<file path="config.mk">
export PLATFORM = sky130hd
export DESIGN_NAME = serial_byte_deser
export DESIGN_NICKNAME = d
export VERILOG_FILES = /design/src/rtl/serial_byte_deser.sv
export SDC_FILE = /design/constraint.sdc
export NUM_CORES = 1
export LEC_CHECK = 0
export BUFFER_PORTS_ARGS = -buffer_cell sky130_fd_sc_hd__buf_4
export CAP_MARGIN = 10
export CORE_ASPECT_RATIO = 0.7
export CORE_MARGIN = 5
export CORE_UTILIZATION = 47
export DETAILED_ROUTE_END_ITERATION = 8
export GPL_ROUTABILITY_DRIVEN = 0
export PLACE_DENSITY_LB_ADDON = 0.15
export SLEW_MARGIN = 0
export SYNTH_ARGS = -nofsm -noshare
export SYNTH_HDL_FRONTEND = slang
export SYNTH_SLANG_ARGS = --single-unit
</file>
<file path="constraint.sdc">
create_clock -name i_clk -period 5.4 [get_ports i_clk]
set_input_delay 0.54 -clock i_clk [delete_from_list [all_inputs] [get_ports i_clk]]
set_output_delay 0.54 -clock i_clk [all_outputs]
set_load 0.05 [all_outputs]
</file>
<file path="src/rtl/serial_byte_deser.sv">
// Bit-serial frame deserializer: DATA_W data bits MSB first plus optional parity bit.
// Emits good words with a one-cycle valid strobe, flags parity errors, counts aborted frames.
module serial_byte_deser #(
  parameter int unsigned DATA_W     = 8,
  parameter int unsigned PARITY_EN  = 1,
  parameter int unsigned PARITY_ODD = 0
) (
  input  logic              i_clk,
  input  logic              i_reset,
  input  logic              i_bit_valid,
  input  logic              i_bit_in,
  input  logic              i_sof,
  output logic [DATA_W-1:0] o_data_out,
  output logic              o_out_valid,
  output logic              o_parity_err,
  output logic              o_busy,
  output logic [7:0]        o_drop_cnt
);

  localparam int unsigned CntW = $clog2(DATA_W + 1);

  localparam logic [1:0] ST_IDLE  = 2'd0;
  localparam logic [1:0] ST_SHIFT = 2'd1;
  localparam logic [1:0] ST_PAR   = 2'd2;

  logic [1:0]        r_state;
  logic [DATA_W-1:0] r_shreg;
  logic [CntW-1:0]   r_cnt;
  logic [DATA_W-1:0] r_data;
  logic              r_valid;
  logic              r_perr;
  logic [7:0]        r_drop;

  logic [DATA_W-1:0] w_shift;
  logic [CntW-1:0]   w_cnt_nxt;
  logic              w_last_data;
  logic              w_par_ok;

  assign w_shift     = {r_shreg[DATA_W-2:0], i_bit_in};
  assign w_cnt_nxt   = r_cnt + 1'b1;
  assign w_last_data = (w_cnt_nxt == CntW'(DATA_W));
  // XOR over data and parity bit must equal the selected parity sense.
  assign w_par_ok    = ((^r_shreg) ^ i_bit_in) == 1'(PARITY_ODD);

  always_ff @(posedge i_clk or posedge i_reset) begin
    if (i_reset) begin
      r_state <= ST_IDLE;
      r_shreg <= '0;
      r_cnt   <= '0;
      r_data  <= '0;
      r_valid <= 1'b0;
      r_perr  <= 1'b0;
      r_drop  <= 8'd0;
    end else begin
      r_valid <= 1'b0;
      r_perr  <= 1'b0;
      if (i_bit_valid) begin
        if (i_sof) begin
          // A start bit while a frame is open aborts it and begins a new one.
          if (r_state != ST_IDLE && r_drop != 8'hFF) begin
            r_drop <= r_drop + 8'd1;
          end
          r_shreg <= {{(DATA_W-1){1'b0}}, i_bit_in};
          r_cnt   <= CntW'(1);
          r_state <= ST_SHIFT;
        end else begin
          case (r_state)
            ST_SHIFT: begin
              r_shreg <= w_shift;
              r_cnt   <= w_cnt_nxt;
              if (w_last_data) begin
                if (PARITY_EN != 0) begin
                  r_state <= ST_PAR;
                end else begin
                  r_data  <= w_shift;
                  r_valid <= 1'b1;
                  r_state <= ST_IDLE;
                end
              end
            end
            ST_PAR: begin
              if (w_par_ok) begin
                r_data  <= r_shreg;
                r_valid <= 1'b1;
              end else begin
                r_perr <= 1'b1;
              end
              r_state <= ST_IDLE;
            end
            default: ;
          endcase
        end
      end
    end
  end

  assign o_data_out   = r_data;
  assign o_out_valid  = r_valid;
  assign o_parity_err = r_perr;
  assign o_busy       = (r_state != ST_IDLE);
  assign o_drop_cnt   = r_drop;

endmodule
</file>
Yosys cells after proc, flatten, opt, wreduce, memory -nomap -nowiden. Index checks and enable logic that the tools add are counted.

Word-level logic and storage cells: 41. Input port bits: 5. Register bits: 32. Output and inout bits: 19.

Add/subtract/negate cells: 2. Reduce and logical (&&, ||, !) cells: 9. Bitwise gates (word level): 3. Muxes and demuxes: 15. Equal/unequal tests: 5.

Operators with widths (number): $mux 8 (2); $add 8x1->8 const B (1); $mux 1 (8); $mux 4 (2); $ne 8x8->1 const B (1); $reduce_xor 8->1 (1); $reduce_and 3->1 (2); $add 4x1->4 const B (1); $eq 4x4->1 const B (1); $mux 2 (2); $pmux 2 s2 (1); $reduce_and 4->1 (1); $reduce_bool 2->1 (2); $ne 3x3->1 const B (1); $reduce_bool 3->1 (1); $eq 2x1->1 const B (1); $eq 2x2->1 const B (1); $not 1->1 (2); $reduce_and 2->1 (1); $logic_and 1x1->1 (1); $xor 1x1->1 (1).

Logic depth before layout (Yosys ltp). Gate-level depths: netlist (run 1).

Depth in word-level cells: 6. Mapped depth: 5. Depth with buffers taken out: 5.

Worst setup path after synthesis (run 1). Ideal clock, no wire load.

Path type: input -> register. From: input i_bit_valid. To: register r_data[0], in the netlist o_data_out[0]. Data arrival time: 1.857 ns. Library setup time: 0.125 ns. Path buffers: 1. Slack: 3.418 ns. Cell stages on the path: 5. Data required time: 5.275 ns. Cell sequence: clkbuf_1 > nor4bb_1 > nand2b_1 > mux2i_4 > mux2_2.

Longest elaborated chain between the ends: 1.

Ends and longest elaborated chain: from (decl) (RTL line 10) `input logic i_bit_valid,`; $reduce_and 4->1 (no source line); to (signal assigned) (RTL line 75) `r_data <= w_shift;`; to (signal assigned) (RTL line 83) `r_data <= r_shreg;`; to (decl) (RTL line 29) `logic [DATA_W-1:0] r_data;`.

No other way between the ends. A chain may end at the register's enable or synchronous reset.

Worst setup path after layout (run 1).
From: register r_state[1]. To: register r_data[7], in the netlist o_data_out[7].

Longest elaborated chain between the ends: 2.

Ends and longest elaborated chain: from (decl) (RTL line 26) `logic [1:0] r_state;`; from (signal assigned) (RTL line 47) `r_state <= ST_IDLE;`; from (signal assigned) (RTL line 65) `r_state <= ST_SHIFT;`; from (signal assigned) (RTL line 73) `r_state <= ST_PAR;`; $eq 2x2->1 (RTL line 67) `case (r_state)`; $reduce_and 4->1 (no source line).

No other way between the ends.

==> metrics.md, run 1 <==
| Metric | Value |
|---|---|
| Die width | `about 77 µm` |
| Clock H-tree levels | `2` |
| Top cell type by total area after synthesis | `dfrtp_1` |
| Share of layout cells above drive strength 1 | `0.336` |
| CP max FO | `9` |
| 1st-iter DRT viols | `90` |
| Share of total power in combinational logic | `0.282` |
| Internal Power | `~440 µW` |
| Total GRT Usage | `0.144` |
| Final instance area | `between 1500 and 2000 µm²` |
| #FFs+latches synth | `32` |
| IO Count | `24` |
| Sequential fraction of the synthesis area | `0.549` |
| Router iterations before antenna repair | `4` |
| Postcts setup bufs | `0` |
| Root Driver | `clkbuf_8` |
| Final hold vios | `0` |
| Flop pwr share | `0.446` |
| Top cells by count, synth | `dfrtp_1 (32), mux2_2 (12), a22o_1 (8)` |
| CP Capture Type | `flop` |
| Full die area | `about 4300 µm²` |
| Synth Instances | `approximately 120` |
| I/O Buffers | `23` |
| Layout Skew | `3.81 ps` |
| CTS hold repair buffers | `0` |
| Routed length per placed instance | `roughly 15 µm` |
| Synth top area share | `0.549` |
| CP Launch Type | `flop` |
| Largest net degree at the start of global routing | `33` |
| MaxCap Viol Count | `0` |
| Starting density of the core | `0.506` |
| Status | `finished clean` |
| Max Slew Vio Count | `0` |
| Predominant post-synthesis flop cell | `dfrtp_1` |
| Slew margin rel. | `0.724` |
| Antenna viol nets, final | `0` |
| Fmax | `a little over 500 MHz` |
| Setup tns final | `0 ps` |
| Post-Syn Area | `~1500 µm²` |
| Ranking of synthesized cells by area | `dfrtp_1 (55%), mux2_2 (9.3%), a22o_1 (4.8%)` |
| Netlist cell types | `31` |
| Vias post-DR | `987` |
| Sink Count | `32` |
| Final nets | `between 150 and 200` |
| CTS Buf Count | `5` |
| DRC | `0` |
| Top-count cell post-synth | `dfrtp_1` |
| Mapped Avg Cell Area | `between 10 and 15 µm²` |
| VDD IR max | `about 0.3 mV` |
| Core area | `between 2000 and 3000 µm²` |
| Post-synth EDFFs | `0` |
| Total Power | `between 600 and 700 µW` |
| Vias in the first global route | `slightly below 1000` |
| Die Span Y | `~57 µm` |
| WP data arrival | `about 2100 ps` |
| Finish-stage setup viols | `0` |
| Post-synth ARST share | `1.00` |
| Tightest Pin Transition | `roughly 400 ps` |
| Vias per inst | `~5.4` |
| Switching share of power | `0.358` |
| Remaining Overflow, GRT | `0` |
| Clock power frac | `0.272` |
| Switch Pwr | `246 µW` |
| Post-CTS sizing | `0` |
| Power Density | `between 300 and 400 nW/µm²` |
| Max Buffers Root-to-Sink | `2` |
| Fin crit period | `roughly 2000 ps` |
| Antenna diode count | `0` |
| Estimated wirelength of the detail-placed design | `~2000 µm` |
| Layout area overhead | `22.1%` |
| Placed instance area | `about 1700 µm²` |
| Row count | `16` |
| Clk Latency, worst-skew pair | `about 280 ps` |
| RSZ-0062 raised after global routing | `no` |
| Reg clk slew, reported paths | `70 ps` |
| CTS tree | `done` |
| First-pass GRT wire length | `4880 µm` |
| Initial antenna violation count | `0` |
| LEAKAGE | `just under 0.0009 µW` |
| Mapped Nets | `122` |
| Critical Path RT | `about 5600 ps` |
| Final worst-path cycle share | `0.364` |
| Ys Warns | `0` |
| DRT Wirelength | `roughly 2800 µm` |
| HP Class | `primary input to async pin` |
| Crit path kind | `flop to flop` |
==> area by class of cell <==
class | count | area, µm²
Fill cell | 238 | 1100
Tap cell | 36 | 45.0
Multi-Input combinational cell | 78 | 638
Sequential cell | 32 | 801
Clock buffer | 6 | 82.6
Timing Repair Buffer | 26 | 195
Inverter | 2 | 7.51
Clock inverter | 2 | 10.0
==> routing by layer <==
layer / global-route usage / share of wire / vias to the layer above
met3: 0.0527 / 0.043 / 4
met1: 0.214 / 0.52 / 492
li1: - / - / 470
met4: 0.0524 / 0.0089 / 0
met5: 0 / 0 / -
met2: 0.189 / 0.43 / 21
==> critical path, cell delays in order, from the launching register on <==
cell and delay, ps:
dfrtp_1 500, nor4bb_1 460, nand2b_1 150, mux2i_4 340, mux2_2 380
==> power by group through the flow <==
stage / combinational, µW / clock [µW] / sequential, µW
after floorplan: 66.3 / 0 / 378
after global placement: 192 / 0 / 308
after detailed placement: 195 / 0 / 310
after CTS: 195 / 193 / 306
after global routing: 207 / 206 / 313
final: 194 / 187 / 306
==> state kept, by name, summed over array words and instances, names as in the netlist <==
name and cells:
r_shreg 8, r_cnt 4, o_out_valid 1, o_parity_err 1, o_drop_cnt 8, o_data_out 8, r_state 2
==> logic make-up (layout without fill, tap and decap cells) <==
kind of cell,Yosys count,count (layout),share of synthesized area
AOI/OAI and AO/OA,20,20,0.0996
xor gates and xnor gates,12,12,0.0918
adders and majority gates,2,2,0.0172
buffers and inverters,5,36,0.0129
DFF,32,32,0.549
muxes,14,14,0.115
and+or+nand+nor,30,30,0.114
==> metrics by stage <==
step	worst slack, ps	std cells	util	hold slack (ps)
4_1_cts	3430	182	0.617	365
5_1_grt	3270	182	0.617	399
3_5_place_dp	3230	174	0.585	499
6_report	3430	182	0.617	355
2_1_floorplan	3420	115	-	470
3_3_place_gp	3290	174	0.585	480
==> path summary, 6_finish.rpt <==
check                           depth (start not counted)  slack [ps]       endpoint          start
worst max-delay path                                    4        3430  o_data_out[7]     r_state[1]
worst min-delay path                                    3         350  o_drop_cnt[1]        i_reset
worst max register to register                          4        3430  o_data_out[7]     r_state[1]
min in group i_clk                                      2         500     r_state[1]    i_bit_valid
worst min register to register                          1         510  o_data_out[6]  o_data_out[6]
max in group asynchronous                               3        4750     r_shreg[6]        i_reset
==> layout by cell type, fill, tap and decap left out, drive strengths merged, types with 2 or more instances in the layout <==
master  instances
a21oi           3
a22o            8
and3            2
buf            26
clkbuf          6
clkinv          2
dfrtp          32
ha              2
inv             2
mux2           12
mux2i           2
nand2           7
nand2b          2
nand3           5
nand4           3
nor2            2
nor2b           2
nor4bb          2
o21ai           5
xnor2           4
xnor3           2
xor2            6
No activity file was read; power rests on OpenSTA's default activity.
==> run 2, diff against run 1 <==
==> constraint.sdc (replaced) <==
create_clock -name i_clk -period 1.8 [get_ports i_clk]
set_input_delay 0.18 -clock i_clk [delete_from_list [all_inputs] [get_ports i_clk]]
set_output_delay 0.18 -clock i_clk [all_outputs]
set_load 0.05 [all_outputs]
==> metrics.md, run 2 (same netlist as run 1, synthesis figures left out) <==
| Metric | Value |
|---|---|
| DRC | `0 (unchanged)` |
| Crit path launch | `r_shreg[7]` |
| Fin Hold WS | `146 ps (-208 ps)` |
| IO Count | `24 (unchanged)` |
| 1st-iter DRT viols | `57 (-37%)` |
| Router iterations before antenna repair | `4 (unchanged)` |
| Critical Path RT | `1950 ps (-3610 ps)` |
| Clock H-tree levels | `2 (unchanged)` |
| Setup crit end | `o_data_out[1]` |
| Failing checks | `negative setup slack` |
| R2R cell count | `5 (+1)` |
| Share of layout cells above drive strength 1 | `0.380 (+0.0441)` |
| Remaining Overflow, GRT | `0 (unchanged)` |
| Max Slew Vio Count | `0 (unchanged)` |
| I/O Buffers | `23 (unchanged)` |
| Fill count | `225 (-5.5%)` |
| RSZ-0062 raised after global routing | `yes` |
| First-pass GRT wire length | `5360 µm (+9.9%)` |
| Row count | `16 (unchanged)` |
| CP Capture Type | `flop` |
| Sink Count | `32 (unchanged)` |
| Flop2flop setup slack | `-40 ps (-3470 ps)` |
| Fin crit period | `1840 ps (-127 ps)` |
| Final worst-path cycle share | `1.02 (+0.657)` |
| Status | `finished, violations left` |
| Layout Skew | `4.48 ps (+0.670 ps)` |
| Largest net degree at the start of global routing | `33 (unchanged)` |
| Setup WS post-layout | `-38.3 ps (-3470 ps)` |
| DP Worst Slack | `-108 ps (-3340 ps)` |
| Finished Layout Cells | `194 (+6.6%)` |
| Power Density | `1100 nW/µm² (+180%)` |
| Full die area | `4330 µm² (unchanged)` |
| RR Startpoint | `r_shreg[7]` |
| Clk Latency, worst-skew pair | `270 ps (about the same)` |
| Vias in the first global route | `1061 (+7.9%)` |
| Most common cell after layout, fill and taps aside | `buf_4` |
| Tightest Pin Transition | `410 ps (+1.78 ps)` |
| Final hold vios | `0 (unchanged)` |
| Fmax | `544 MHz (+6.9%)` |
| Die Span Y | `56.6 µm (unchanged)` |
| Slew margin rel. | `0.724 (about the same)` |
| CTS tree | `done` |
| Starting density of the core | `0.506 (unchanged)` |
| Routed length per placed instance | `16.1 µm (+4.6%)` |
| Most frequent cells in the layout | `buf_4 (36), dfrtp_1 (32), a22o_1 (8), mux2_2 (8), nand2_1 (7)` |
| Antenna diode count | `0 (unchanged)` |
| Root Driver | `clkbuf_8` |
| LEAKAGE | `0.000951 µW (+7.7%)` |
| Core area | `2880 µm² (unchanged)` |
| Initial antenna violation count | `0 (unchanged)` |
| Inst Count DP | `184 (+5.7%)` |
| Total GRT Usage | `0.157 (+0.0127)` |
| Final nets | `164 (+7.9%)` |
| CP Launch Type | `flop` |
| VDD IR max | `0.896 mV (+210%)` |
| Vias post-DR | `1014 (+2.7%)` |
| Vias per inst | `5.23 (-3.6%)` |
| Antenna viol nets, final | `0 (unchanged)` |
| Finish-stage setup viols | `7 (+7)` |
| WP data arrival | `1990 ps (-140 ps)` |
| Reg2reg end | `o_data_out[1]` |
| Layout area overhead | `30.3%` |
| Estimated wirelength of the detail-placed design | `2270 µm (+13%)` |
| MaxCap Viol Count | `0 (unchanged)` |
| Max Buffers Root-to-Sink | `2 (unchanged)` |
| HP Class | `primary input to flop` |
| DRT Wirelength | `3130 µm (+11%)` |
| Die width | `76.6 µm (unchanged)` |
| Reg clk slew, reported paths | `70 ps (about the same)` |
| CP max FO | `9 (unchanged)` |
| CTS Buf Count | `5 (unchanged)` |
| Crit path kind | `flop to flop` |
## run 2: changes by cell type in the layout (fill, tap and decap cells not counted)
| cell | change |
|---|---|
| buf_4 | +10 |
| mux2_4 | +4 |
| buf_12 | +1 |
| mux2_2 | -4 |
| dlygate4sd3_1 | +1 |
## run 2: worst min path at each step
| stage | start | end | depth (start not counted) | slack, ps |
|---|---|---|---|---|
| 6_report | i_bit_valid | r_state[1] | 2 | 150 |
| 5_1_grt | i_bit_valid | r_state[1] | 2 | 150 |
| 4_1_cts | i_bit_valid | r_state[1] | 2 | 140 |
| 3_5_place_dp | i_reset | o_drop_cnt[0] | 3 | 300 |
| 3_3_place_gp | i_reset | o_drop_cnt[1] | 3 | 290 |
| 2_1_floorplan | i_reset | o_data_out[0] | 1 | 300 |
## run 2: metrics by stage
stage          instance area [µm²]  TNS, ps   util  power (µW)
2_1_floorplan                 1460        0      -        1330
3_3_place_gp                  1760     -187  0.611        1520
3_5_place_dp                  1760     -795  0.611        1540
4_1_cts                       1890     -201  0.656        2100
5_1_grt                       1900     -581  0.659        2200
6_report                      1900     -140  0.659        2080
## run 2: metal layers
layer	GRT usage	up-vias	wire length, µm	part of all wire
li1	-	498	-	-
met1	0.235	495	1650	0.53
met2	0.215	19	1360	0.43
met3	0.0527	2	113	0.036
met4	0.0399	0	14	0.0045
met5	0	-	0	0
## run 2: repair_timing
action	CTS	global route
setup buffers	1	0
cloned	0	0
gates resized for setup	2	2
hold endpoints to repair	3	0
setup endpoints to repair	8	8
hold buffers	1	0
## run 2: layout make-up
class / instances / area [µm²] / share of cell area
inverters: 2 / 7.51 / 0.00395
well taps: 36 / 45.0 / 0.0237
multi-input cells: 78 / 653 / 0.344
clock buffers: 6 / 82.6 / 0.0435
clock inverters: 2 / 10.0 / 0.00527
repair buffers: 38 / 300 / 0.158
flip-flops and latches: 32 / 801 / 0.422
## run 2: power by group
| group | internal (µW) | switching [µW] | leakage, µW |
|---|---|---|---|
| logic | 233 | 380 | 0.000478 |
| registers | 805 | 109 | 0.000422 |
| clock network | 305 | 250 | 0.0000510 |
| total | 1340 | 739 | 0.000951 |
## run 2: worst max-delay path: stages (launching register included)
cell and delay [ps]:
dfrtp_1 390, xor2_1 160, xnor3_2 430, mux2i_4 260, buf_12 150, mux2_2 330
==> run 3, diff against run 2 <==
==> constraint.sdc (replaced) <==
create_clock -name i_clk -period 1.8 [get_ports i_clk]
set_input_delay 0.45 -clock i_clk [delete_from_list [all_inputs] [get_ports i_clk]]
set_output_delay 0.45 -clock i_clk [all_outputs]
set_load 0.05 [all_outputs]
==> metrics.md, run 3 (same netlist as run 1, synthesis figures left out) <==
| Metric | Value |
|---|---|
| Tightest Pin Transition | `398 ps (-12.1 ps)` |
| Remaining Overflow, GRT | `0 (unchanged)` |
| Slowest CP cell | `xnor3_2` |
| I/O Buffers | `23 (unchanged)` |
| Total GRT Usage | `0.161 (+0.00390)` |
| WP data arrival | `2010 ps (+20 ps)` |
| Vias in the first global route | `1089 (+2.6%)` |
| Crit-path max cell delay | `430 ps (about the same)` |
| Estimated wirelength of the detail-placed design | `2320 µm (+2.1%)` |
| Vias post-DR | `1056 (+4.1%)` |
| Starting density of the core | `0.506 (unchanged)` |
| Die width | `76.6 µm (unchanged)` |
| Sink Count | `32 (unchanged)` |
| Crit path max-delay family | `XOR/XNOR gates` |
| Crit path kind | `flop to flop` |
| MaxCap Viol Count | `0 (unchanged)` |
| IO Count | `24 (unchanged)` |
| Reg clk slew, reported paths | `70 ps (about the same)` |
| Max Slew Vio Count | `0 (unchanged)` |
| Row count | `16 (unchanged)` |
| HP Class | `primary input to async pin` |
| Core area | `2880 µm² (unchanged)` |
| Clock power frac | `0.325 (+0.059)` |
| RSZ-0062 raised after global routing | `yes` |
| Antenna diode count | `0 (unchanged)` |
| Antenna viol nets, final | `0 (unchanged)` |
| Reg2reg end | `o_data_out[6]` |
| CP max FO | `9 (unchanged)` |
| Power Density | `1160 nW/µm² (+6.1%)` |
| Failing checks | `negative setup slack` |
| Switch Pwr | `752 µW (+1.9%)` |
| Final instance area | `1970 µm² (+3.6%)` |
| Die Span Y | `56.6 µm (unchanged)` |
| Fmax | `542 MHz (-0.41%)` |
| Slew margin rel. | `0.735 (+0.0109)` |
| DRC | `0 (unchanged)` |
| Share of layout cells above drive strength 1 | `0.406 (+0.0265)` |
| Vias per inst | `5.39 (+3.1%)` |
| RR Startpoint | `r_shreg[7]` |
| Critical path cell sequence | `xor2_1, xnor3_2, mux2i_4, buf_12, mux2_2` |
| Fin crit period | `1850 ps (+7.49 ps)` |
| VDD IR max | `0.686 mV (-23%)` |
| Share of total power in combinational logic | `0.273 (-0.022)` |
| Router iterations before antenna repair | `4 (unchanged)` |
| Fill count | `223 (-0.89%)` |
| Final hold vios | `0 (unchanged)` |
| CTS Buf Count | `5 (unchanged)` |
| Critical Path RT | `1960 ps (about the same)` |
| DRT Wirelength | `3170 µm (+1.2%)` |
| Layout area overhead | `35.0%` |
| Clock H-tree levels | `2 (unchanged)` |
| CP Capture Type | `flop` |
| Final nets | `166 (+1.2%)` |
| Routed length per placed instance | `16.2 µm (+0.15%)` |
| Finished Layout Cells | `196 (+1.0%)` |
| Full die area | `4330 µm² (unchanged)` |
| Max Buffers Root-to-Sink | `2 (unchanged)` |
| Bufs and invs on worst path | `1 (unchanged)` |
| Initial antenna violation count | `0 (unchanged)` |
| 1st-iter DRT viols | `58 (+1.8%)` |
| Internal Power | `1540 µW (+14%)` |
| Root Driver | `clkbuf_8` |
| CTS tree | `done` |
| Area of the multi-input gates | `672 µm² (+2.9%)` |
| Sequential cell area | `801 µm² (unchanged)` |
| Most frequent cells in the layout | `buf_4 (38), dfrtp_1 (32), mux2_2 (9)` |
| Status | `finished, violations left` |
| R2R cell count | `5 (unchanged)` |
| First-pass GRT wire length | `5480 µm (+2.2%)` |
| Flop2flop setup slack | `-50 ps (about the same)` |
| Layout Skew | `4.68 ps (+0.196 ps)` |
| CP Launch Type | `flop` |
| LEAKAGE | `0.000988 µW (+3.9%)` |
| Inst Count DP | `186 (+1.1%)` |
| Largest net degree at the start of global routing | `33 (unchanged)` |
| Flop pwr share | `0.402 (-0.037)` |
| Final worst-path cycle share | `1.03 (+0.00416)` |
| Finish-stage setup viols | `8 (+1)` |
| Most common cell after layout, fill and taps aside | `buf_4` |
| CTS hold repair buffers | `0 (-1)` |
| Switching share of power | `0.329 (-0.0260)` |
| Setup WS post-layout | `-45.8 ps (-7.49 ps)` |
| Clk Latency, worst-skew pair | `270 ps (about the same)` |
| Placed instance area | `1790 µm² (+1.7%)` |
## run 3: through the flow
| step | total power [µW] | setup WS [ps] | util | hold slack [ps] | TNS [ps] |
|---|---|---|---|---|---|
| floorplan | 1330 | 3.42 | - | 470 | 0 |
| global placement | 1530 | -226 | 0.622 | 482 | -1800 |
| detailed placement | 1550 | -279 | 0.622 | 493 | -2120 |
| CTS | 2310 | -38.8 | 0.676 | 265 | -256 |
| global route | 2410 | -117 | 0.683 | 294 | -834 |
| finish | 2290 | -45.8 | 0.683 | 254 | -280 |
## run 3: worst max path at each step
stage / depth (start not counted) / from / to / slack, ps
floorplan: 4 / r_shreg[7] / o_data_out[0] / 3
global placement: 5 / i_bit_in / o_data_out[6] / -230
detailed placement: 5 / i_bit_in / o_data_out[7] / -280
CTS: 5 / r_shreg[1] / o_data_out[6] / -40
global route: 5 / r_shreg[7] / o_data_out[2] / -120
finish: 5 / r_shreg[7] / o_data_out[6] / -50
## run 3: layer usage
metal | track usage | wire length (µm) | up-vias
met2 | 0.222 | 1400 | 26
met1 | 0.240 | 1590 | 519
met4 | 0.0449 | 23 | 0
met5 | 0 | 0 | -
met3 | 0.0495 | 160 | 4
li1 | - | - | 507
## run 3: cell type report
| class | instances | share of cell area |
|---|---|---|
| clock buffers | 7 | 0.0490 |
| inverters | 2 | 0.00381 |
| repair buffers | 40 | 0.161 |
| flip-flops and latches | 32 | 0.407 |
| multi-input cells | 78 | 0.341 |
| well taps | 36 | 0.0229 |
| clock inverters | 1 | 0.0153 |
## run 3: power groups by stage
stage / sequential [µW] / clock (µW) / combinational [µW]
global placement: 919 / 0 / 610
floorplan: 1130 / 0 / 200
finish: 921 / 743 / 624
CTS: 918 / 761 / 633
detailed placement: 931 / 0 / 622
global route: 933 / 800 / 673
## run 3: repair_timing
| action | in CTS | in global routing |
|---|---|---|
| pin swaps | 2 | 1 |
| gates resized for setup | 1 | 4 |
| endpoints found under the hold margin | 0 | 0 |
| buffers inserted | 2 | 0 |
| setup endpoints to repair | 8 | 9 |
## run 3: tightest hold or removal path, delay by kind of cell
kind | cells | cell delay (ps)
buffers and inverters | 3 | 490
